**src/rtl/addsub_result_stage_if.sv**
```systemverilog
// Handshake bundle between execute, the add/sub result stage and writeback/bypass.
// slave: the result stage's view. master: the surrounding execute/writeback view.
interface addsub_result_stage_if #(
    parameter int unsigned WIDTH = 32,
    parameter int unsigned REGW  = 5
);
    logic             in_valid;
    logic             in_ready;
    logic [WIDTH-1:0] in_result;
    logic             in_result_slt;
    logic             in_is_slt;
    logic [REGW-1:0]  in_dst;

    logic             out_valid;
    logic             out_ready;
    logic [WIDTH-1:0] out_data;
    logic [REGW-1:0]  out_dst;
    logic             out_we;

    logic             fwd_valid;
    logic [REGW-1:0]  fwd_dst;
    logic [WIDTH-1:0] fwd_data;

    modport slave (
        input  in_valid, in_result, in_result_slt, in_is_slt, in_dst, out_ready,
        output in_ready, out_valid, out_data, out_dst, out_we,
        output fwd_valid, fwd_dst, fwd_data
    );

    modport master (
        output in_valid, in_result, in_result_slt, in_is_slt, in_dst, out_ready,
        input  in_ready, out_valid, out_data, out_dst, out_we,
        input  fwd_valid, fwd_dst, fwd_data
    );
endinterface

```
**src/rtl/addsub_result_stage.sv**
```systemverilog
// Result register stage after the add/sub/compare unit: forms the final ALU word,
// tags it with its destination, and hands it to writeback through a 2-entry
// (head + skid) buffer whose in_ready is registered.
// Optional performance counters: define ADDSUB_RESULT_STAGE_PERF_EN.
module addsub_result_stage #(
    parameter int unsigned WIDTH = 32,
    parameter int unsigned REGW  = 5
) (
    input  logic                     clk,
    input  logic                     reset,
    input  logic                     squash,
    addsub_result_stage_if.slave     bus
`ifdef ADDSUB_RESULT_STAGE_PERF_EN
    ,
    output logic [31:0]              perf_stall_cycles,
    output logic [31:0]              perf_slt_count
`endif
);

    localparam int unsigned PERF_W = 32;

    // Head (presented to writeback) and skid entries
    logic             head_valid, head_valid_n;
    logic [WIDTH-1:0] head_data,  head_data_n;
    logic [REGW-1:0]  head_dst,   head_dst_n;
    logic             head_we,    head_we_n;
    logic             skid_valid, skid_valid_n;
    logic [WIDTH-1:0] skid_data,  skid_data_n;
    logic [REGW-1:0]  skid_dst,   skid_dst_n;
    logic             in_ready_q, in_ready_n;

    logic             accept_c;
    logic             head_load_c;
    logic [WIDTH-1:0] in_word_c;

    // Word formation: compare ops produce a zero-extended flag, others pass the sum
    assign in_word_c   = bus.in_is_slt ? WIDTH'(bus.in_result_slt) : bus.in_result;
    assign accept_c    = bus.in_valid & in_ready_q & ~squash;
    assign head_load_c = ~head_valid | bus.out_ready;

    // Next-state for head/skid entries; squash outranks everything else
    always_comb begin
        head_valid_n = head_valid;
        head_data_n  = head_data;
        head_dst_n   = head_dst;
        head_we_n    = head_we;
        skid_valid_n = skid_valid;
        skid_data_n  = skid_data;
        skid_dst_n   = skid_dst;

        if (squash) begin
            head_valid_n = 1'b0;
            head_we_n    = 1'b0;
            skid_valid_n = 1'b0;
        end else if (head_load_c) begin
            if (skid_valid) begin
                head_valid_n = 1'b1;
                head_data_n  = skid_data;
                head_dst_n   = skid_dst;
                head_we_n    = (skid_dst != '0);
                skid_valid_n = accept_c;
                if (accept_c) begin
                    skid_data_n = in_word_c;
                    skid_dst_n  = bus.in_dst;
                end
            end else if (accept_c) begin
                head_valid_n = 1'b1;
                head_data_n  = in_word_c;
                head_dst_n   = bus.in_dst;
                head_we_n    = (bus.in_dst != '0);
            end else begin
                head_valid_n = 1'b0;
                head_we_n    = 1'b0;
            end
        end else if (accept_c) begin
            skid_valid_n = 1'b1;
            skid_data_n  = in_word_c;
            skid_dst_n   = bus.in_dst;
        end

        in_ready_n = ~skid_valid_n;
    end

    // State registers with synchronous reset
    always_ff @(posedge clk) begin
        if (reset) begin
            head_valid <= 1'b0;
            head_data  <= '0;
            head_dst   <= '0;
            head_we    <= 1'b0;
            skid_valid <= 1'b0;
            skid_data  <= '0;
            skid_dst   <= '0;
            in_ready_q <= 1'b1;
        end else begin
            head_valid <= head_valid_n;
            head_data  <= head_data_n;
            head_dst   <= head_dst_n;
            head_we    <= head_we_n;
            skid_valid <= skid_valid_n;
            skid_data  <= skid_data_n;
            skid_dst   <= skid_dst_n;
            in_ready_q <= in_ready_n;
        end
    end

    assign bus.in_ready  = in_ready_q;
    assign bus.out_valid = head_valid;
    assign bus.out_data  = head_data;
    assign bus.out_dst   = head_dst;
    assign bus.out_we    = head_we;
    assign bus.fwd_valid = head_we;
    assign bus.fwd_dst   = head_dst;
    assign bus.fwd_data  = head_data;

`ifdef ADDSUB_RESULT_STAGE_PERF_EN
    logic [PERF_W-1:0] stall_q;
    logic [PERF_W-1:0] slt_q;

    // Stall and compare-op counters; wrap naturally, cleared only by reset
    always_ff @(posedge clk) begin
        if (reset) begin
            stall_q <= '0;
            slt_q   <= '0;
        end else begin
            if (head_valid && !bus.out_ready) begin
                stall_q <= stall_q + PERF_W'(1);
            end
            if (accept_c && bus.in_is_slt) begin
                slt_q <= slt_q + PERF_W'(1);
            end
        end
    end

    assign perf_stall_cycles = stall_q;
    assign perf_slt_count    = slt_q;
`endif

endmodule

```
**src/flat_wrapper.sv**
```systemverilog
// flat-port wrapper written by rule: the top's interface ports become plain ports
module addsub_result_stage_flat 
#(
    parameter int unsigned WIDTH = 32,
    parameter int unsigned REGW  = 5
)
  (clk, reset, squash, bus_in_valid, bus_in_result, bus_in_result_slt, bus_in_is_slt, bus_in_dst, bus_out_ready, bus_in_ready, bus_out_valid, bus_out_data, bus_out_dst, bus_out_we, bus_fwd_valid, bus_fwd_dst, bus_fwd_data);
  addsub_result_stage_if #(.WIDTH(WIDTH), .REGW(REGW)) bus_i ();
  input  logic clk;
  input  logic reset;
  input  logic squash;
  input wire logic [$bits(bus_i.in_valid)-1:0] bus_in_valid;
  input wire logic [$bits(bus_i.in_result)-1:0] bus_in_result;
  input wire logic [$bits(bus_i.in_result_slt)-1:0] bus_in_result_slt;
  input wire logic [$bits(bus_i.in_is_slt)-1:0] bus_in_is_slt;
  input wire logic [$bits(bus_i.in_dst)-1:0] bus_in_dst;
  input wire logic [$bits(bus_i.out_ready)-1:0] bus_out_ready;
  output wire logic [$bits(bus_i.in_ready)-1:0] bus_in_ready;
  output wire logic [$bits(bus_i.out_valid)-1:0] bus_out_valid;
  output wire logic [$bits(bus_i.out_data)-1:0] bus_out_data;
  output wire logic [$bits(bus_i.out_dst)-1:0] bus_out_dst;
  output wire logic [$bits(bus_i.out_we)-1:0] bus_out_we;
  output wire logic [$bits(bus_i.fwd_valid)-1:0] bus_fwd_valid;
  output wire logic [$bits(bus_i.fwd_dst)-1:0] bus_fwd_dst;
  output wire logic [$bits(bus_i.fwd_data)-1:0] bus_fwd_data;
  assign bus_i.in_valid = bus_in_valid;
  assign bus_i.in_result = bus_in_result;
  assign bus_i.in_result_slt = bus_in_result_slt;
  assign bus_i.in_is_slt = bus_in_is_slt;
  assign bus_i.in_dst = bus_in_dst;
  assign bus_i.out_ready = bus_out_ready;
  assign bus_in_ready = bus_i.in_ready;
  assign bus_out_valid = bus_i.out_valid;
  assign bus_out_data = bus_i.out_data;
  assign bus_out_dst = bus_i.out_dst;
  assign bus_out_we = bus_i.out_we;
  assign bus_fwd_valid = bus_i.fwd_valid;
  assign bus_fwd_dst = bus_i.fwd_dst;
  assign bus_fwd_data = bus_i.fwd_data;
  addsub_result_stage #(.WIDTH(WIDTH), .REGW(REGW)) u_core (.clk(clk), .reset(reset), .squash(squash), .bus(bus_i));
endmodule
```
**config.mk**
```make
export PLATFORM = sky130hd
export DESIGN_NAME = addsub_result_stage_flat
export DESIGN_NICKNAME = d
export VERILOG_FILES = /design/src/rtl/addsub_result_stage_if.sv /design/src/rtl/addsub_result_stage.sv /design/src/flat_wrapper.sv
export SDC_FILE = /design/constraint.sdc
export NUM_CORES = 1
export LEC_CHECK = 0
export BUFFER_PORTS_ARGS = -buffer_cell sky130_fd_sc_hd__buf_2
export CAP_MARGIN = 0
export CELL_PAD_IN_SITES_DETAIL_PLACEMENT = 1
export CELL_PAD_IN_SITES_GLOBAL_PLACEMENT = 1
export CORE_MARGIN = 3
export CORE_UTILIZATION = 37
export CTS_CLUSTER_SIZE = 20
export DETAILED_ROUTE_END_ITERATION = 6
export GPL_TIMING_DRIVEN = 1
export HOLD_SLACK_MARGIN = 0.08
export PLACE_DENSITY_LB_ADDON = 0.05
export SLEW_MARGIN = 20
export SYNTH_ARGS = -nofsm -noshare
export SYNTH_HDL_FRONTEND = slang
export SYNTH_SLANG_ARGS = --single-unit
```
**constraint.sdc**
```tcl
create_clock -name clk -period 1.65 [get_ports clk]
set_input_delay 0.33 -clock clk [delete_from_list [all_inputs] [get_ports clk]]
set_output_delay 0.33 -clock clk [all_outputs]
set_load 0.03 [all_outputs]
```
Word-level counts from Yosys, hierarchy flattened
Cells that the tools add are included.

operators by class
  $add $sub $neg = 0
  multipliers = 0
  div/mod/pow operators = 0
  magnitude comparators = 0
  equality and inequality tests = 1
  shift operators = 0
  muxes and demuxes = 19
  bitwise gates (word level) = 6
  reduce and logical (&&, ||, !) cells = 6

operators with widths
  operator              count
  $mux W32              6
  $mux W5               5
  $reduce_bool A5 Y1    2
  $mux W1               8
  $not A1 Y1            3
  $reduce_and A3 Y1     1
  $and A1 B1 Y1         2
  $ne A2 B1 Y1 const B  1
  $reduce_and A2 Y1     1
  $reduce_bool A2 Y1    1
  $reduce_or A2 Y1      1
  $or A1 B1 Y1          1

word-level totals
  register bits = 78
  bits in latches = 0
  bits in writable memories = 0
  bits in read-only memories = 0
  output and inout port bits = 78
  memories kept = 0

Depth between registers and ports, before layout
Gate-level depths: netlist of run 1.

  depth in word-level cells = 6
  mapped depth = 7

Worst setup path after synthesis of run 1
Ideal clock, no wire load.

  path type = reg2reg
  from = register u_core.in_ready_q (netlist: u_core.bus.in_ready)
  to = register u_core.skid_dst[0]
  arrival = 1428 ps
  required time = 1522 ps
  setup slack = 94 ps
  cell stages (with the launch flop) = 6
  buffers on the path = 1
  path through = dfxtp_1 > nand2_1 > a211oi_4 > buf_4 > mux2i_1 > nor2_1

on the way
  word-level cells in the longest chain between the ends = 5

RTL lines
  element                       RTL line                    RTL
  start, declared               addsub_result_stage.sv:30   logic in_ready_q, in_ready_n;
  start signal, assigned        addsub_result_stage.sv:103  in_ready_q <= in_ready_n;
  $and A1 B1 Y1 * (2 in a row)  addsub_result_stage.sv:38   assign accept_c = bus.in_valid & in_ready_q & ~squash;
  $mux W5 *                     n/a
  $mux W5                       n/a
  $mux W5 *                     n/a
  end signal, assigned          addsub_result_stage.sv:102  skid_dst <= skid_dst_n;
  end, declared                 addsub_result_stage.sv:29   logic [REGW-1:0] skid_dst, skid_dst_n;

Every way passes the cells marked *; elsewhere a longest branch is shown, timed or not. The select of a mux whose other input is x is not followed.
A chain may end at the register's enable or synchronous reset.

Worst setup path in the final report of run 1
  from = register u_core.head_valid (netlist: u_core.bus.out_valid)
  to = register u_core.head_data[0] (netlist: u_core.bus.fwd_data[0])

on the way
  word-level cells in the longest chain between the ends = 3

RTL lines
  element                      RTL line                   RTL
  start, declared              addsub_result_stage.sv:23  logic head_valid, head_valid_n;
  start signal, assigned       addsub_result_stage.sv:96  head_valid <= head_valid_n;
  $not A1 Y1                   addsub_result_stage.sv:39  assign head_load_c = ~head_valid | bus.out_ready;
  $or A1 B1 Y1                 addsub_result_stage.sv:39
  $reduce_and A3 Y1 (no line)  n/a
  end signal, assigned         addsub_result_stage.sv:97  head_data <= head_data_n;
  end, declared                addsub_result_stage.sv:24  logic [WIDTH-1:0] head_data, head_data_n;

No other way between the ends.

==> key figures, run 1 <==
Floorplan
  – Core area: 9500 sq um
  – Site row count: 35
  – Die Span Y: 106 um
  – Die area: 11300 sq um
  – Die Wd: 106 um
  – Starting Density: 39.0%
  – Num ports: 122

Setup path
  – Flop2flop setup slack: 180 ps
  – R2r startpoint: u_core.bus.out_valid$_SDFFE_PP0N_
  – Critical path data required time: 1870 ps
  – FF-to-FF End: u_core.bus.fwd_data[0]$_SDFFE_PP0P_
  – Delay-heaviest family, CP: simple AND/OR/NAND/NOR gates
  – Crit-path max cell delay: 330 ps
  – Buf/Inv on CP: 1
  – Cell depth of the worst setup path: 5
  – Crit. End Element: flop
  – Arrival time worst endpoint: 1680 ps
  – Kind of critical path: reg2reg
  – Reg2reg path depth: 5
  – Worst path slowest cell: dfxtp_1
  – Max Fanout on Critical Path: 73
  – CP Launch Type: flop
  – Cells along the critical path: nor2b_1 -> nor3_4 -> buf_12 -> mux2i_1 -> nor2_1

Finish
  – Final core occ: 46.2%
  – Count of filler cells inserted in the layout: 1139
  – Area Growth Syn to Fin: 18.5%
  – Diodes inserted: 0
  – Fraction of layout cells with a size suffix above 1: 29.8%
  – Nets@finish: 533

Logic synthesis
  – Post-synth top flop: dfxtp_1
  – Cell taking the most area after synthesis: dfxtp_1
  – Synth cell types: 27
  – Portion of netlist area occupied by mux cells: 3.24%
  – Number of synthesized flops with an enable pin: 0
  – Synth top area cells: dfxtp_1 42%, buf_4 8.9%, a21oi_1 8.5%, a211oi_1 7.5%, nand3b_1 6.3%
  – Most frequent cells after synthesis: 78 x dfxtp_1, 63 x a21oi_1, 46 x nor2_1, 44 x buf_4, 37 x a211oi_1
  – Top cell type's share of synthesized area: 42.1%
  – Top-count cell post-synth: dfxtp_1
  – Simple-Gate Fraction of Synth Area: 24.4%
  – Largest family of logic cells by synthesized area: simple AND/OR/NAND/NOR gates
  – Synth Cell Area: 3710 sq um
  – Synth warnings: 0
  – Syn nets: 467
  – Register bit total from synthesis: 78
  – Post-Synth Adder-Cell Area: 0%
  – Sequential fraction of the synthesis area: 42.1%
  – Syn Area/Cell: 8.76 sq um
  – Syn Inst Count: 423
  – Complex-gate fraction of the synthesized area: 17.5%
  – XOR/XNOR Fraction of Synth Area: 0%
  – Post-synthesis async set-or-reset flop share: 0%

Global route
  – Largest net degree at the start of global routing: 74
  – GRT Total Usage: 16.4%
  – Initial antenna violation count: 0
  – Grt ovf: 0
  – First-pass GRT wire length: 15200 um
  – Number of global-route vias before repair: 3066

CTS
  – Worst-path clk slew: 80 ps
  – Setup bufs post-CTS: 0
  – Clk buf depth: 2
  – Clock sink total: 78
  – Clk_lat worst skew: 340 ps
  – Cts repair resizes: 0
  – Post-CTS Hold Fix Bufs: 0
  – CTS Root Cell: clkbuf_8
  – H-Tree Depth: 3
  – CTS tree: built
  – CTS buffer count: 9

Hold path
  – Worst Hold Path EP: u_core.skid_data[24]$_SDFFE_PP0P_
  – Hold_sp: bus_in_result[24]
  – Hold Path Cell Cnt: 3
  – Class of the worst hold path: in2reg

STA
  – RSZ-0062 raised after global routing: false
  – Max-slew headroom: 66.0%
  – Final setup violation count: 0
  – Minimum clock period: 1470 ps
  – Final hold slack: 255 ps
  – Final hold violations: 0
  – Setup Skew: 10.1 ps
  – Max Freq: 0.682 GHz
  – Fin crit share: 88.8%
  – Worst-margin pin slew: 510 ps
  – Setup_tns: 0 ps
  – Final slew viol count: 0

Routing
  – DR vias/cell: 5.05
  – Via count: 3140
  – DRC viols: 0
  – Initial drt markers: 90
  – Antenna-violating nets left: 0
  – Pre-antenna DRT Iters: 4
  – Final Routed Wirelength: 9210 um
  – Avg WL per Cell: 14.8 um

Pwr
  – Worst vdd ir: 0.448 mV
  – PwrDens: 1040 nW/um^2
  – Leakage: 1.72 nW
  – Pwr Total: 4.58 mW

Placement
  – Detail Placement HPWL: 6060 um
  – Port buffer count: 121
  – RePlAce Congestion: 0.720

Run status
  – Outcome: finished clean

Run
  – Max-Cap Viols: 0
[layer usage]
metal | wire length, um | global-route usage, %
met2 | 4250 | 26.3
met1 | 4350 | 21.9
met5 | 0 | 0
met4 | 112 | 5.27
met3 | 502 | 3.52
[power breakdown]
part | switching (mW) | internal [mW] | total (mW)
Clock | 0.683 | 1.15 | 1.84
Sequential | 0.0463 | 1.95 | 2.00
Combinational | 0.497 | 0.245 | 0.743
Total | 1.23 | 3.35 | 4.58
[worst register-to-register path, stage by stage, from the launching register on]
cell	delay, ps
dfxtp_1	330
nor2b_1	180
nor3_4	210
buf_12	320
mux2i_1	250
nor2_1	50
[how the worst max path moves through the flow]
stage	startpoint	endpoint	slack [ps]
2_1_floorplan	u_core.bus.in_ready$_SDFF_PP1_	u_core.skid_dst[0]$_SDFFE_PP0P_	90
4_1_cts	u_core.bus.out_valid$_SDFFE_PP0N_	u_core.bus.fwd_data[0]$_SDFFE_PP0P_	170
5_1_grt	u_core.bus.out_valid$_SDFFE_PP0N_	u_core.skid_data[0]$_SDFFE_PP0P_	50
3_5_place_dp	bus_out_ready	u_core.skid_dst[3]$_SDFFE_PP0P_	40
3_3_place_gp	bus_out_ready	u_core.skid_dst[3]$_SDFFE_PP0P_	80
6_report	u_core.bus.out_valid$_SDFFE_PP0N_	u_core.bus.fwd_data[0]$_SDFFE_PP0P_	180
[cell families (layout without fill, tap and decap cells)]
logic type / after synthesis / in the layout
AO/OA/AOI/OAI: 106 / 106
buffers and inverters: 77 / 147
flip-flops: 78 / 78
multiplexers: 12 / 12
AND/OR/NAND/NOR: 150 / 150
[stage by stage]
| stage | area (sq um) | setup slack, ps | instances |
|---|---|---|---|
| floorplan | 3710 | 94.0 | 423 |
| global placement | 4140 | 75.9 | 607 |
| detailed placement | 4140 | 40.6 | 607 |
| CTS | 4390 | 167 | 622 |
| global route | 4390 | 47.6 | 622 |
| finish | 4390 | 184 | 622 |
[state kept, by name, indices dropped and copies added (netlist names)]
name / cells
u_core.bus.in_ready: 1
u_core.bus.fwd_valid: 1
u_core.skid_valid: 1
u_core.bus.out_valid: 1
u_core.skid_dst: 5
u_core.bus.fwd_dst: 5
u_core.skid_data: 32
u_core.bus.fwd_data: 32
[layout make-up]
class / instances / area (sq um) / area share [%]
multi-input combinational: 268 / 1680 / 38.1
sequential: 78 / 1560 / 35.6
timing repair buffer: 130 / 736 / 16.7
tap: 129 / 161 / 3.67
clock buffer: 11 / 131 / 2.99
clock inverter: 4 / 120 / 2.73
inverter: 2 / 7.51 / 0.171
[placed cells by master, fill, tap and decap left out]
cell type  synthesis  final
o21ai_0            2      2
inv_1              1      1
dfxtp_2            0      1
nand3_1            2      2
buf_4             44      4
nand2_1            2      2
nor3_4             1      1
nor3b_1           31     31
buf_2              7    121
nor2_1            46     46
bufinv_16          0      4
nor2b_1            1      1
a211oi_1          37     37
clkbuf_1          20      2
mux2i_1           12     12
inv_2              1      1
a311oi_1           1      1
or4_1              2      2
o32a_1             1      1
a211oi_4           1      1
dfxtp_1           78     77
clkbuf_8           0      9
nand2b_1          32     32
a21oi_1           63     63
nand4_1            1      1
o31ai_1            1      1
buf_12             0      5
nand3b_1          31     31
and2_1             1      1
No activity file was read; power rests on OpenSTA's default activity.
==> inputs of run 2 (changes only) <==
--- a/config.mk
+++ b/config.mk
@@ -6,7 +6,7 @@
 export NUM_CORES = 1
 export LEC_CHECK = 0
 export BUFFER_PORTS_ARGS = -buffer_cell sky130_fd_sc_hd__buf_2
-export CAP_MARGIN = 0
+export CAP_MARGIN = 10
 export CELL_PAD_IN_SITES_DETAIL_PLACEMENT = 1
 export CELL_PAD_IN_SITES_GLOBAL_PLACEMENT = 1
 export CORE_MARGIN = 3
@@ -15,8 +15,8 @@
 export DETAILED_ROUTE_END_ITERATION = 6
 export GPL_TIMING_DRIVEN = 1
 export HOLD_SLACK_MARGIN = 0.08
+export MAX_ROUTING_LAYER = met4
 export PLACE_DENSITY_LB_ADDON = 0.05
-export SLEW_MARGIN = 20
 export SYNTH_ARGS = -nofsm -noshare
 export SYNTH_HDL_FRONTEND = slang
 export SYNTH_SLANG_ARGS = --single-unit
==> run 2 against run 1 <==
Clock skew is essentially flat. Cell count is the same. Global-route usage grew 0.43 points. Critical path depth is the same. Count of clock-buffer cells in the layout is the same. Maximum frequency is essentially flat. Register-to-register slack is essentially flat. Clock power is essentially flat.
==> key figures, run 2 (synthesis results as in run 1) <==
Run status
  – Outcome: finished clean

Finish
  – Nets@finish: 533
  – Final cell count without fillers: 622
  – Area Growth Syn to Fin: 18.5%
  – Design Area, Final: 4390 sq um
  – Fraction of layout cells with a size suffix above 1: 29.8%
  – Final core occ: 46.2%
  – Commonest non-fill, non-tap cell in the layout: buf_2
  – Commonest non-fill, non-tap cells in the layout: 121 x buf_2, 77 x dfxtp_1, 63 x a21oi_1, 46 x nor2_1, 37 x a211oi_1
  – Diodes inserted: 0

Pwr
  – Pwr Total: 4.58 mW
  – Psw: 1.23 mW
  – PwrDens: 1040 nW/um^2
  – Leakage: 1.72 nW
  – Sw Share: 26.8%
  – Sequential power share: 43.6%
  – Combinational power share: 16.2%
  – Clk pwr share: 40.1%
  – Pint: 3.35 mW
  – Worst vdd ir: 0.449 mV

Global route
  – First-pass GRT wire length: 15200 um
  – Grt ovf: 0
  – Initial antenna violation count: 0
  – GRT Total Usage: 16.8%
  – Number of global-route vias before repair: 3071
  – Largest net degree at the start of global routing: 74

STA
  – Final hold violations: 0
  – RSZ-0062 raised after global routing: false
  – Setup Skew: 9.78 ps
  – Setup ws final: 185 ps
  – Worst-margin pin slew: 503 ps
  – Max Freq: 0.683 GHz
  – Final hold slack: 254 ps
  – Final setup violation count: 0
  – Fin crit share: 88.8%
  – Setup_tns: 0 ps
  – Final slew viol count: 0
  – Max-slew headroom: 66.5%
  – Minimum clock period: 1460 ps

Routing
  – DRC viols: 0
  – Pre-antenna DRT Iters: 4
  – Initial drt markers: 110
  – DR vias/cell: 5.04
  – Via count: 3135
  – Final Routed Wirelength: 9190 um
  – Avg WL per Cell: 14.8 um
  – Antenna-violating nets left: 0

Placement
  – RePlAce Congestion: 0.728
  – DP Worst Slack: 40.6 ps
  – Cells after DPL: 607
  – Detail Placement HPWL: 6060 um
  – Port buffer count: 121
  – DP Area: 4140 sq um

Floorplan
  – Core area: 9500 sq um
  – Die Span Y: 106 um
  – Die area: 11300 sq um
  – Starting Density: 39.0%
  – Die Wd: 106 um
  – Site row count: 35
  – Num ports: 122

Hold path
  – Class of the worst hold path: in2reg

CTS
  – Clk_lat worst skew: 340 ps
  – Cts repair resizes: 0
  – CTS buffer count: 9
  – CTS tree: built
  – Worst-path clk slew: 80 ps
  – Setup bufs post-CTS: 0
  – Clk buf depth: 2
  – Clock sink total: 78
  – Post-CTS Hold Fix Bufs: 0
  – H-Tree Depth: 3
  – CTS Root Cell: clkbuf_8

Setup path
  – Worst path slowest cell: dfxtp_1
  – CP Launch Type: flop
  – Crit-path max cell delay: 330 ps
  – Max Fanout on Critical Path: 73
  – Kind of critical path: reg2reg
  – Critical path data required time: 1870 ps
  – Crit. End Element: flop
  – Arrival time worst endpoint: 1680 ps
  – Cells along the critical path: nor2b_1 -> nor3_4 -> buf_12 -> mux2i_1 -> nor2_1

Run
  – Max-Cap Viols: 0
-- run 2: final cells by class --
type                    count  area [sq um]
clock buffers              11           131
repair buffers            130           736
multi-input cells         268          1680
flip-flops and latches     78          1560
well taps                 129           161
fillers                  1139          5110
clock inverters             4           120
inverters                   2          7.51
-- run 2: power by group through the flow --
stage	sequential (mW)	clock, mW	combinational (mW)
5_1_grt	2.01	1.97	0.803
4_1_cts	2.00	1.88	0.752
6_report	2.00	1.84	0.742
3_5_place_dp	2.04	0	0.750
2_1_floorplan	2.17	0	0.454
3_3_place_gp	2.04	0	0.743
-- run 2: worst paths after layout --
check                                                  startpoint                                  end  slack [ps]  cells after the start
worst max-delay path            u_core.bus.out_valid$_SDFFE_PP0N_  u_core.bus.fwd_data[0]$_SDFFE_PP0P_         190                      5
worst min-delay path                            bus_in_result[24]    u_core.skid_data[24]$_SDFFE_PP0P_         250                      3
worst max register to register  u_core.bus.out_valid$_SDFFE_PP0N_  u_core.bus.fwd_data[0]$_SDFFE_PP0P_         190                      5
worst min register to register  u_core.skid_data[31]$_SDFFE_PP0P_    u_core.skid_data[31]$_SDFFE_PP0P_         470                      2
-- run 2: worst max-delay path, delay by kind of cell (launching register included) --
family / cells / cell delay, ps
AND/OR/NAND/NOR: 3 / 440
buffers and inverters: 1 / 320
flip-flops: 1 / 330
multiplexers: 1 / 240
-- run 2: routing by layer --
metal | GRT usage, % | up-vias | share of wire (%)
met5 | - | - | 0
met4 | 5.27 | 0 | 1.2
met3 | 3.34 | 10 | 5.3
met2 | 26.1 | 84 | 46
met1 | 22.1 | 1466 | 47
li1 | - | 1575 | -
